File: config.mk
export PLATFORM = sky130hd
export DESIGN_NAME = pc_sequencer
export DESIGN_NICKNAME = d
export VERILOG_FILES = /design/src/rtl/pc_seq_pkg.sv /design/src/rtl/pc_sat_counter.sv /design/src/rtl/pc_sequencer.sv
export SDC_FILE = /design/constraint.sdc
export NUM_CORES = 1
export LEC_CHECK = 0
export CORE_MARGIN = 4
export CORE_UTILIZATION = 40
export CTS_BUF_LIST = sky130_fd_sc_hd__clkbuf_4
export DETAILED_ROUTE_END_ITERATION = 10
export PLACE_DENSITY_LB_ADDON = 0.1
export SYNTH_ARGS = -nofsm -noshare
export SYNTH_HDL_FRONTEND = slang
export SYNTH_SLANG_ARGS = --single-unit
File: constraint.sdc
create_clock -name CLK -period 4.3 [get_ports CLK]
set_input_delay 0.645 -clock CLK [delete_from_list [all_inputs] [get_ports CLK]]
set_output_delay 0.645 -clock CLK [all_outputs]
set_load 0.05 [all_outputs]
File: src/rtl/pc_seq_pkg.sv
// Shared encodings for the PC sequencer: branch ops, FSM states and the op decoder.
package pc_seq_pkg;

  localparam logic [2:0] OP_SEQ  = 3'd0;
  localparam logic [2:0] OP_B    = 3'd1;
  localparam logic [2:0] OP_CBZ  = 3'd2;
  localparam logic [2:0] OP_CBNZ = 3'd3;
  localparam logic [2:0] OP_BR   = 3'd4;
  localparam logic [2:0] OP_HALT = 3'd5;

  localparam logic [1:0] ST_BOOT  = 2'd0;
  localparam logic [1:0] ST_RUN   = 2'd1;
  localparam logic [1:0] ST_HALT  = 2'd2;
  localparam logic [1:0] ST_FAULT = 2'd3;

  typedef struct packed {
    logic legal;
    logic taken;
    logic use_reg;
    logic halt;
  } br_dec_t;

  function automatic br_dec_t br_decode(input logic [2:0] op, input logic zero);
    br_dec_t d;
    d       = '0;
    d.legal = 1'b1;
    case (op)
      OP_SEQ:  d.taken = 1'b0;
      OP_B:    d.taken = 1'b1;
      OP_CBZ:  d.taken = zero;
      OP_CBNZ: d.taken = !zero;
      OP_BR: begin
        d.taken   = 1'b1;
        d.use_reg = 1'b1;
      end
      OP_HALT: d.halt  = 1'b1;
      default: d.legal = 1'b0;
    endcase
    return d;
  endfunction

endpackage

File: src/rtl/pc_sat_counter.sv
// Saturating event counter used for the retired and taken statistics.
module pc_sat_counter #(
  parameter int CNT_W = 32
) (
  input  logic             CLK,
  input  logic             Reset_L,
  input  logic             inc,
  output logic [CNT_W-1:0] cnt
);

  logic [CNT_W-1:0] cnt_q, cnt_d;

  always_comb begin
    cnt_d = cnt_q;
    if (inc && !(&cnt_q)) cnt_d = cnt_q + CNT_W'(1);
  end

  always_ff @(posedge CLK) begin
    if (!Reset_L) cnt_q <= '0;
    else          cnt_q <= cnt_d;
  end

  assign cnt = cnt_q;

endmodule

File: src/rtl/pc_sequencer.sv
// PC sequencer: advances the fetch PC, resolves branches, and tracks halt/fault
// and retire/taken statistics.
module pc_sequencer
  import pc_seq_pkg::*;
#(
  parameter int                ADDR_W       = 64,
  parameter logic [ADDR_W-1:0] RESET_PC     = '0,
  parameter int                OFFSET_SHIFT = 2,
  parameter int                CNT_W        = 32
) (
  input  logic              CLK,
  input  logic              Reset_L,
  input  logic              pc_ready,
  input  logic [2:0]        br_op,
  input  logic [ADDR_W-1:0] br_imm,
  input  logic              br_zero,
  input  logic [ADDR_W-1:0] br_reg,
  output logic [ADDR_W-1:0] pc,
  output logic              pc_valid,
  output logic              redirect,
  output logic              fault,
  output logic              halted,
  output logic [CNT_W-1:0]  retired_cnt,
  output logic [CNT_W-1:0]  taken_cnt
);

  localparam logic [ADDR_W-1:0] SEQ_STEP   = ADDR_W'(1) << OFFSET_SHIFT;
  localparam logic [ADDR_W-1:0] ALIGN_MASK = SEQ_STEP - ADDR_W'(1);

  logic [1:0]        state_q, state_d;
  logic              boot_arm_q, boot_arm_d;
  logic [ADDR_W-1:0] pc_q, pc_d;
  logic              redirect_q, redirect_d;
  logic              accept, misaligned, ret_inc, tkn_inc;
  logic [ADDR_W-1:0] target;
  br_dec_t           dec;

  assign pc_valid = (state_q == ST_RUN);
  assign accept   = pc_valid && pc_ready;

  always_comb begin
    dec        = br_decode(br_op, br_zero);
    target     = dec.use_reg ? br_reg
                             : pc_q + (dec.taken ? (br_imm << OFFSET_SHIFT) : SEQ_STEP);
    misaligned = |(target & ALIGN_MASK);

    state_d    = state_q;
    boot_arm_d = boot_arm_q;
    pc_d       = pc_q;
    redirect_d = 1'b0;
    ret_inc    = 1'b0;
    tkn_inc    = 1'b0;
    case (state_q)
      // The release edge only arms BOOT; RUN follows on the next edge.
      ST_BOOT: begin
        if (boot_arm_q) state_d    = ST_RUN;
        else            boot_arm_d = 1'b1;
      end
      ST_RUN: begin
        if (accept) begin
          if (!dec.legal) begin
            state_d = ST_FAULT;
          end else begin
            ret_inc = 1'b1;
            tkn_inc = dec.taken;
            if (dec.halt)        state_d = ST_HALT;
            else if (misaligned) state_d = ST_FAULT;
            else begin
              pc_d       = target;
              redirect_d = dec.taken;
            end
          end
        end
      end
      default: state_d = state_q;
    endcase
  end

  always_ff @(posedge CLK) begin
    if (!Reset_L) begin
      state_q    <= ST_BOOT;
      boot_arm_q <= 1'b0;
      pc_q       <= RESET_PC;
      redirect_q <= 1'b0;
    end else begin
      state_q    <= state_d;
      boot_arm_q <= boot_arm_d;
      pc_q       <= pc_d;
      redirect_q <= redirect_d;
    end
  end

  pc_sat_counter #(.CNT_W(CNT_W)) u_retired (
    .CLK     (CLK),
    .Reset_L (Reset_L),
    .inc     (ret_inc),
    .cnt     (retired_cnt)
  );

  pc_sat_counter #(.CNT_W(CNT_W)) u_taken (
    .CLK     (CLK),
    .Reset_L (Reset_L),
    .inc     (tkn_inc),
    .cnt     (taken_cnt)
  );

  assign pc       = pc_q;
  assign redirect = redirect_q;
  assign fault    = (state_q == ST_FAULT);
  assign halted   = (state_q == ST_HALT);

endmodule

==> results of run 1 <==
==> synthesized netlist by cell type (8+ instances only) <==
master and n:
o21ai_1 8, a21o_1 40, a211oi_1 9, clkbuf_8 8
nor2_1 121, or3_1 12, ha_1 63, o21ai_0 71
nand2b_1 8, and3_1 26, a31oi_1 25, xor2_1 57
a21oi_1 142, nand3_1 39, nor2b_1 72, clkbuf_1 54
nand4_1 34, o21a_1 10, nand2_1 150, dfxtp_1 132
xnor2_1 50, inv_1 20, nor3_1 16, a311oi_1 14
and2_1 11
==> layout make-up <==
class | instances | share of cell area [%]
diodes | 2 | 0.0342
well taps | 324 | 2.77
clock inverters | 15 | 0.948
inverters | 20 | 0.512
repair buffers | 467 | 29.1
flip-flops and latches | 132 | 18.0
multi-input cells | 1077 | 47.7
clock buffers | 17 | 0.871
==> cell families after synthesis <==
family / synth area share (%)
AO/OA/AOI/OAI: 25.4
XOR/XNOR: 9.38
adder cells (fa/ha/maj): 8.09
buffers and inverters: 5.03
flip-flops: 26.4
multiplexers: 0.401
AND/OR/NAND/NOR: 25.3
==> metal layers <==
| layer | global-route usage [%] | up-vias |
|---|---|---|
| li1 | - | 5500 |
| met1 | 32.7 | 5189 |
| met4 | 6.56 | 0 |
| met3 | 4.09 | 47 |
| met2 | 39.1 | 349 |
| met5 | 0 | - |
==> worst max path at each step <==
stage	start	to	slack, ps	cells after the start
after floorplan	br_op[1]	pc[58]$_SDFFE_PN0P_	10	19
after detailed placement	br_op[0]	pc[61]$_SDFFE_PN0P_	-650	19
after CTS	br_op[0]	pc[62]$_SDFFE_PN0P_	30	20
after global routing	br_op[0]	pc[56]$_SDFFE_PN0P_	-30	21
after global placement	br_op[0]	pc[61]$_SDFFE_PN0P_	-580	19
final	br_op[0]	pc[56]$_SDFFE_PN0P_	120	21
==> through the flow <==
step           cell area, um^2  power, mW  util, %  setup WS, ps  hold WS [ps]
2_1_floorplan            10000       1.87        -          9.83           441
3_3_place_gp             14100       2.29     57.6          -581           455
3_5_place_dp             14100       2.30     57.6          -647           463
4_1_cts                  14400       3.17     58.8          27.1           494
5_1_grt                  14700       3.34     59.9         -31.2           522
6_report                 14700       3.18     59.9           124           493
==> power by group <==
part           internal (mW)  leakage [nW]  total (mW)  switching [mW]
sequential              1.26          1.07        1.29          0.0311
clock                  0.259         0.143       0.860           0.602
combinational          0.483          5.03        1.04           0.553
==> timing repair <==
action,in CTS,in global routing
cloned,0,3
resized for setup,2,28
pin swaps,1,33
endpoints found under the setup margin,3,15
setup buffers,0,11
==> registers in the layout, indices dropped and copies added (netlist names) <==
register	flops
boot_arm_q	1
redirect	1
u_taken.cnt	32
u_retired.cnt	32
pc	64
state_q	2
==> critical path, delay by kind of cell <==
| family | cells | cell delay (ps) |
|---|---|---|
| and+or+nand+nor | 7 | 1640 |
| muxes | 1 | 70 |
| buffers and inverters | 4 | 670 |
| AOI/OAI and AO/OA | 7 | 1080 |
| adders and majority gates | 2 | 520 |
==> cells in the final DEF, fill, tap and decap left out, types with 6 or more instances in the layout <==
cell	instances
and2_1	10
nor2b_2	6
clkbuf_4	17
ha_1	61
a211o_1	7
and4_1	7
o21ai_1	7
dfxtp_1	132
xor2_1	57
nand2b_1	7
nor2b_1	65
a311oi_1	14
or3_1	12
a21o_1	40
nor2_1	120
o21a_1	10
o21ai_0	71
nand4_1	34
xnor2_1	50
clkdlybuf4s50_1	260
nor3_1	15
nor4_1	6
inv_8	6
nand3_1	39
a211oi_1	9
nand2_1	149
and3_1	26
a21oi_1	138
buf_4	197
a31oi_1	25
inv_1	19
==> metrics.md, run 1 <==
| Metric | Value |
|---|---|
| Vias in the first global route | 10800 |
| CTS tree | yes |
| DR WL/cell | 17.1 um |
| Die area | 27600 um^2 |
| Via count | 11100 |
| Synthesized area | 10000 um^2 |
| DRC violations left | 0 |
| Post-synth EDFFs | 0 |
| Netlist cell types | 83 |
| R2r startpoint | pc[20]$_SDFFE_PN0P_ |
| Hold Crit Start | boot_arm_q$_SDFFE_PN0N_ |
| Top FF cell, synth | dfxtp_1 |
| GR Overflow Total | 0 |
| Critical Path Start Type | input pin |
| Critical Path End Type | register |
| Period utilization | 97.1% |
| Outcome | finished clean |
| Footprint of the multi-input gates | 6990 um^2 |
| Cell Count Post-Placement | 2006 |
| Die width | 166 um |
| Worst-Margin Slew | 786 ps |
| Routed met3 length | 1720 um |
| Die Ht | 166 um |
| Initial DRC Count | 778 |
| Largest net degree at the start of global routing | 56 |
| Clock Root Buffer | clkbuf_4 |
| Setup TNS | 0 ps |
| Worst EP required | 4760 ps |
| CTS Buffer Depth | 2 |
| Initial Utilization | 40.9% |
| Leakage Power | 6.24 nW |
| Worst reg2reg path endpoint | pc[60]$_SDFFE_PN0P_ |
| Clock edge transition at the registers on the reported setup and hold paths | 140 ps |
| Hold Violations, Final | 0 |
| Router iterations before antenna repair | 6 |
| Top Layer Used | met4 |
| Minimum clock period | 4180 ps |
| DP HPWL | 26400 um |
| Share of flip-flops with an asynchronous set or reset | 0% |
| Synth top area cells | dfxtp_1 (26%), ha_1 (7.9%), a21oi_1 (7.1%) |
| I/O Buffers | 264 |
| R2r worst-path depth | 12 |
| Initial antenna violation count | 1 |
| PwrDens | 217 nW/um^2 |
| Max_slew headroom | 47.5% |
| Yosys reg bits | 132 |
| Synth area leader | dfxtp_1 |
| Metal-1 WL | 16800 um |
| Register area | 2640 um^2 |
| WL met2 | 15900 um |
| Global-route wire length before repair | 55300 um |
| Final slew viol count | 0 |
| I/O pin total | 267 |
| Setup CP Type | input pin to register |
| Post-Syn Instances | 1305 |
| Yosys warns | 0 |
| Seq/Total Area, Yosys | 26.4% |
| Finished Layout Cells | 2054 |
| Peak VDD IR | 0.000143 V |
| Nets@finish | 1914 |
| DRT Wirelength | 35100 um |
| Via density | 5.40 |
| CORE AREA | 24500 um^2 |
| Fillcell total | 2253 |
| Final setup vio count | 0 |
| Clock Sinks | 132 |
| Total track usage | 23.9% |
| Highest Clock Rate | 0.239 GHz |
| Area share of the largest cell type after synthesis | 26.4% |
| Hold Crit Class | register to register |
| Hold path cells | 2 |
| CTS H-tree lvls | 4 |
| CP most frequent cell | buf_4 |
| Post-DRT Antenna Nets | 0 |
| Slowest cell on crit path | nor4_4 |
| Clk_lat worst skew | 560 ps |
| Syn nets | 1504 |
| Critical path cell sequence | dlymetal6s2s_1 > nor2b_2 > mux2i_1 > o22a_2 > buf_4 > clkbuf_16 > or2_2 > ha_4 > fa_2 > a211o_1 > o211ai_2 > buf_4 > a211oi_4 > nor4_4 > a2111oi_4 > nor3_2 > o41ai_4 > and2_1 > or3_1 > nand3_1 > a21oi_1 |
| Ratio of cells with drive above 1 in the final layout | 16.9% |
| Final RePlAce weighted congestion | 0.949 |
| Arr. time, crit path | 4640 ps |
| Layout area overhead | 46.6% |
| Hold path endpoint | boot_arm_q$_SDFFE_PN0N_ |
| Minimum setup slack among reg-to-reg paths | 800 ps |
| Critical path peak fanout | 10 |
| Slowest Stage Delay on Critical Path | 370 ps |
| Hold Buf Count CTS | 0 |
| CTS Buf Count | 17 |
| Mean Syn Cell Area | 7.66 um^2 |
| FP Rows | 57 |
| Maxcap violations | 0 |
| Worst clock skew | 19.7 ps |
Note: power is estimated with default switching activity, not from simulation.
==> run 2: changes to the inputs <==
Clock period 4.3 ns to 4.7 ns, I/O delays scaled along.
==> run 2 against run 1 <==
First-iteration DRC count shrank 3.0%. Clock power is 7.7% lower. Sequential share of layout area rose by 0.65 points. Largest power group unchanged. Global-route usage decreased by 0.15 points. Critical endpoint is now pc[62]$_SDFFE_PN0P_. Utilization decreased by 2.1 points. Register-to-register slack improved by 510 ps. Die area is the same. Combinational power fell by 15%. Sequential power fell by 9%. Power down 10%. Wire length decreased by 3.6%. Cell count is 2.0% lower.
==> metrics.md, run 2 (synthesis results as in run 1) <==
| Metric | Value |
|---|---|
| Critical Path End Type | register |
| Final setup vio count | 0 |
| DRT Wirelength | 33800 um |
| Commonest non-fill, non-tap cells in the layout | clkdlybuf4s50_1 (264), buf_4 (160), nand2_1 (149) |
| GR Overflow Total | 0 |
| Arr. time, crit path | 4870 ps |
| Layout area overhead | 41.5% |
| Outcome | finished clean |
| Highest Clock Rate | 0.227 GHz |
| Clock edge transition at the registers on the reported setup and hold paths | 140 ps |
| Die Ht | 166 um |
| Die area | 27600 um^2 |
| Critical Path Start Type | input pin |
| DRC violations left | 0 |
| Post-CTS setup buffer count | 0 |
| Total power | 2.85 mW |
| Setup CP Type | input pin to register |
| Minimum clock period | 4410 ps |
| Nets@finish | 1872 |
| Via count | 10900 |
| Worst clock skew | 25.8 ps |
| Commonest non-fill, non-tap cell in the layout | clkdlybuf4s50_1 |
| Initial Utilization | 40.9% |
| Peak VDD IR | 0.000177 V |
| CTS tree | yes |
| Period utilization | 93.9% |
| CTS H-tree lvls | 4 |
| I/O pin total | 267 |
| Initial DRC Count | 755 |
| PwrDens | 202 nW/um^2 |
| DR WL/cell | 16.8 um |
| Leakage Power | 5.92 nW |
| Max FFs per register | 64 |
| Final slew viol count | 0 |
| Final RePlAce weighted congestion | 0.896 |
| I/O Buffers | 264 |
| Total track usage | 23.8% |
| Via density | 5.40 |
| Worst EP required | 5160 ps |
| Hold Buf Count CTS | 0 |
| Vias in the first global route | 10800 |
| CORE AREA | 24500 um^2 |
| Hold Crit Class | register to register |
| Hold Violations, Final | 0 |
| RSZ-0062 raised after global routing | no |
| Cell Count Post-Placement | 1978 |
| CTS Buf Count | 17 |
| DP HPWL | 25800 um |
| Global-route wire length before repair | 55200 um |
| Router iterations before antenna repair | 5 |
| Initial antenna violation count | 2 |
| Max_slew headroom | 47.5% |
| Critical path peak fanout | 3 |
| Worst-Margin Slew | 786 ps |
| Clock Sinks | 132 |
| FP Rows | 57 |
| CTS Buffer Depth | 2 |
| Clk_lat worst skew | 560 ps |
| Finished Layout Cells | 2012 |
| Ratio of cells with drive above 1 in the final layout | 13.9% |
| Maxcap violations | 0 |
| Clock Root Buffer | clkbuf_4 |
| Post-DRT Antenna Nets | 0 |
| Die width | 166 um |
| Largest net degree at the start of global routing | 56 |
run 2: per-stage QoR:
step | setup TNS (ps) | utilization, % | hold WS [ps] | area, um^2 | worst slack, ps
detailed placement | -2270 | 56.6 | 465 | 13900 | -339
global route | 0 | 57.8 | 525 | 14100 | 23.1
finish | 0 | 57.8 | 492 | 14100 | 288
CTS | 0 | 57.7 | 493 | 14100 | 248
global placement | -1320 | 56.6 | 455 | 13900 | -271
floorplan | 0 | - | 441 | 10000 | 78.8
run 2: cell type report:
class	count	area, um^2
flip-flops and latches	132	2640
repair buffers	425	3860
diodes	2	5.00
fillers	2395	10300
well taps	324	405
multi-input cells	1077	6890
inverters	20	75.1
clock inverters	15	141
clock buffers	17	128
run 2: critical path, stage by stage:
cell	delay [ps]
clkdlybuf4s50_1	450
buf_4	160
xnor2_1	110
o22a_2	250
or2_2	290
ha_1	220
fa_1	420
a211o_1	320
o211ai_2	100
a21oi_1	100
o21ai_1	190
nand2_2	110
a41oi_4	260
buf_4	160
o31ai_4	80
a221oi_4	310
o41ai_2	140
xnor2_1	150
a2111oi_2	340
run 2: final timing paths:
path                                          from  slack (ps)  cells past startpoint                  end
worst max-delay path                      br_op[0]         290                     19  pc[62]$_SDFFE_PN0P_
worst min-delay path            pc[4]$_SDFFE_PN0P_         490                      2   pc[4]$_SDFFE_PN0P_
worst max register to register  pc[2]$_SDFFE_PN0P_        1310                     14  pc[62]$_SDFFE_PN0P_
worst min register to register  pc[4]$_SDFFE_PN0P_         490                      2   pc[4]$_SDFFE_PN0P_
run 2: per-layer routing:
layer / track usage [%] / vias up / wire, um
met4: 6.89 / 0 / 748
met3: 3.12 / 46 / 1670
li1: - / 5412 / -
met1: 32.8 / 5074 / 16100
met5: 0 / - / 0
met2: 39.0 / 328 / 15300
run 2: report_power, final:
part / internal [mW] / total (mW) / switching, mW
registers: 1.15 / 1.18 / 0.0270
clock network: 0.233 / 0.794 / 0.561
logic: 0.403 / 0.883 / 0.481
run 2: timing repair:
| action | CTS | global route |
|---|---|---|
| endpoints found under the hold margin | 0 | 0 |
| setup endpoints to repair | 0 | 2 |
| gates resized for setup | 0 | 4 |
==> run 3: changes to the inputs <==
Settings changed: CORE_UTILIZATION 40 to 41.
==> run 3 against run 2 <==
Global-route usage rose by 0.76 points. Power rose by 3.1%. Sequential share of layout area rose by 0.068 points. Critical path depth fell by 1. Combinational power rose by 1%. Critical endpoint is now pc[58]$_SDFFE_PN0P_. Highest routed layer unchanged.
==> metrics.md, run 3 (synthesis results as in run 1) <==
| Metric | Value |
|---|---|
| Design Area, Final | 14100 um^2 |
| Maxcap violations | 0 |
| Critical Path Start Type | input pin |
| Initial antenna violation count | 1 |
| Nets@finish | 1863 |
| Highest Clock Rate | 0.225 GHz |
| Minimum setup slack among reg-to-reg paths | 1280 ps |
| Die Ht | 164 um |
| Total power | 2.94 mW |
| PwrDens | 209 nW/um^2 |
| Largest net degree at the start of global routing | 56 |
| Critical path peak fanout | 4 |
| Post-DRT Antenna Nets | 0 |
| I/O pin total | 267 |
| Fillcell total | 2243 |
| Placed inst area | 13800 um^2 |
| Via density | 5.39 |
| GR Util met2 | 39.5% |
| Via count | 10800 |
| CTS H-tree lvls | 4 |
| Final slew viol count | 0 |
| GRT busiest layer | met2 |
| Clock edge transition at the registers on the reported setup and hold paths | 140 ps |
| Critical Path End Type | register |
| Post-CTS setup buffer count | 0 |
| Router iterations before antenna repair | 5 |
| GR Overflow Total | 0 |
| Critical path cell sequence | clkdlybuf4s50_1 > nor2b_1 > mux2i_1 > o22a_2 > or2_2 > ha_1 > fa_1 > a211o_1 > o211ai_2 > a21oi_1 > o21ai_1 > nand2_2 > a41oi_4 > nor2_1 > a211o_1 > or4_1 > nand4_1 > a31oi_1 |
| Commonest non-fill, non-tap cells in the layout | clkdlybuf4s50_1 (264), buf_4 (150), nand2_1 (149) |
| CORE AREA | 23800 um^2 |
| CP delay by family, top | compound AO/OA/AOI/OAI gates |
| Hold Violations, Final | 0 |
| Routing usage on met3 | 3.51% |
| Leakage Power | 5.89 nW |
| DRC violations left | 0 |
| Final setup vio count | 0 |
| Hold Crit Class | register to register |
| Global-route wire length before repair | 53700 um |
| Outcome | finished clean |
| Arr. time, crit path | 4840 ps |
| DRT Wirelength | 33600 um |
| Commonest non-fill, non-tap cell in the layout | clkdlybuf4s50_1 |
| Layout area overhead | 41.0% |
| Max FFs per register | 64 |
| Die width | 164 um |
| Initial DRC Count | 647 |
| Cell Count Post-Placement | 1964 |
| Buf/Inv on CP | 1 |
| DR WL/cell | 16.8 um |
| Final RePlAce weighted congestion | 0.893 |
| RSZ-0062 raised after global routing | no |
| Ratio of cells with drive above 1 in the final layout | 13.3% |
| Clock Sinks | 132 |
| Worst setup margin | 259 ps |
| Setup TNS | 0 ps |
| Period utilization | 94.5% |
| Finished Layout Cells | 1997 |
| Hold Buf Count CTS | 0 |
| Layout Utilization | 59.4% |
| Worst-Margin Slew | 949 ps |
| I/O Buffers | 264 |
| GR Util met1 | 34.2% |
| Peak VDD IR | 0.000165 V |
| CP most frequent cell | a211o_1 |
| CTS Buf Count | 17 |
| Slowest cell on crit path | or4_1 |
| Worst clock skew | 26.7 ps |
| FP Rows | 56 |
| Max_slew headroom | 36.6% |
| CTS tree | yes |
| Setup CP Type | input pin to register |
| Clock Root Buffer | clkbuf_4 |
| Final hold slack | 493 ps |
| Total track usage | 24.5% |
| Worst EP required | 5100 ps |
| Minimum clock period | 4440 ps |
| Vias in the first global route | 10500 |
| Slowest Stage Delay on Critical Path | 520 ps |
| Initial Utilization | 42.1% |
| Clk_lat worst skew | 550 ps |
| Pre-CTS WS | -302 ps |
| Die area | 26900 um^2 |
| DP HPWL | 25700 um |
| CTS Buffer Depth | 2 |
[run 3: changes by cell type in the layout (fill, tap and decap cells not counted), sizes merged]
cell,before,now
inv,27,28
buf,161,152
clkinv,5,0
clkinvlp,3,4
clkbuf,17,18
diode,2,1
bufinv,0,2
[run 3: final timing paths]
| path | from | end | cells past startpoint |
|---|---|---|---|
| worst max-delay path | br_op[0] | pc[58]$_SDFFE_PN0P_ | 18 |
| worst min register to register | boot_arm_q$_SDFFE_PN0N_ | boot_arm_q$_SDFFE_PN0N_ | 2 |
| worst max register to register | pc[3]$_SDFFE_PN0P_ | pc[61]$_SDFFE_PN0P_ | 14 |
| worst min-delay path | boot_arm_q$_SDFFE_PN0N_ | boot_arm_q$_SDFFE_PN0N_ | 2 |
[run 3: cell type report]
| class | instances | area, um^2 | area share, % |
|---|---|---|---|
| antenna | 1 | 2.50 | 0.0178 |
| clock buffer | 18 | 135 | 0.959 |
| clock inverter | 14 | 168 | 1.19 |
| inverter | 20 | 75.1 | 0.533 |
| multi-input combinational | 1077 | 6870 | 48.7 |
| sequential | 132 | 2640 | 18.7 |
| tap | 319 | 399 | 2.83 |
| timing repair buffer | 416 | 3810 | 27.0 |
[run 3: power breakdown]
part / leakage, nW / internal, mW / switching (mW) / total (mW)
Combinational: 4.67 / 0.411 / 0.484 / 0.895
Clock: 0.152 / 0.340 / 0.531 / 0.872
Sequential: 1.07 / 1.15 / 0.0285 / 1.18
[run 3: worst reg2reg max path, delay by kind of cell, from the launching register on]
family,cells,cell delay [ps]
buffers and inverters,2,310
xor gates and xnor gates,1,130
DFF,1,490
adders and majority gates,1,300
and+or+nand+nor,2,370
AOI/OAI and AO/OA,8,1740
[run 3: repair_timing]
action | 4_1_cts | 5_1_grt
endpoints found under the setup margin | 0 | 1
endpoints found under the hold margin | 0 | 0
resized for setup | 0 | 1
[run 3: routing by layer]
layer / vias to the layer above / part of all wire [%]
met5: - / 0
met4: 0 / 1.9
met3: 40 / 5.0
met2: 318 / 45
met1: 5020 / 48
li1: 5390 / -
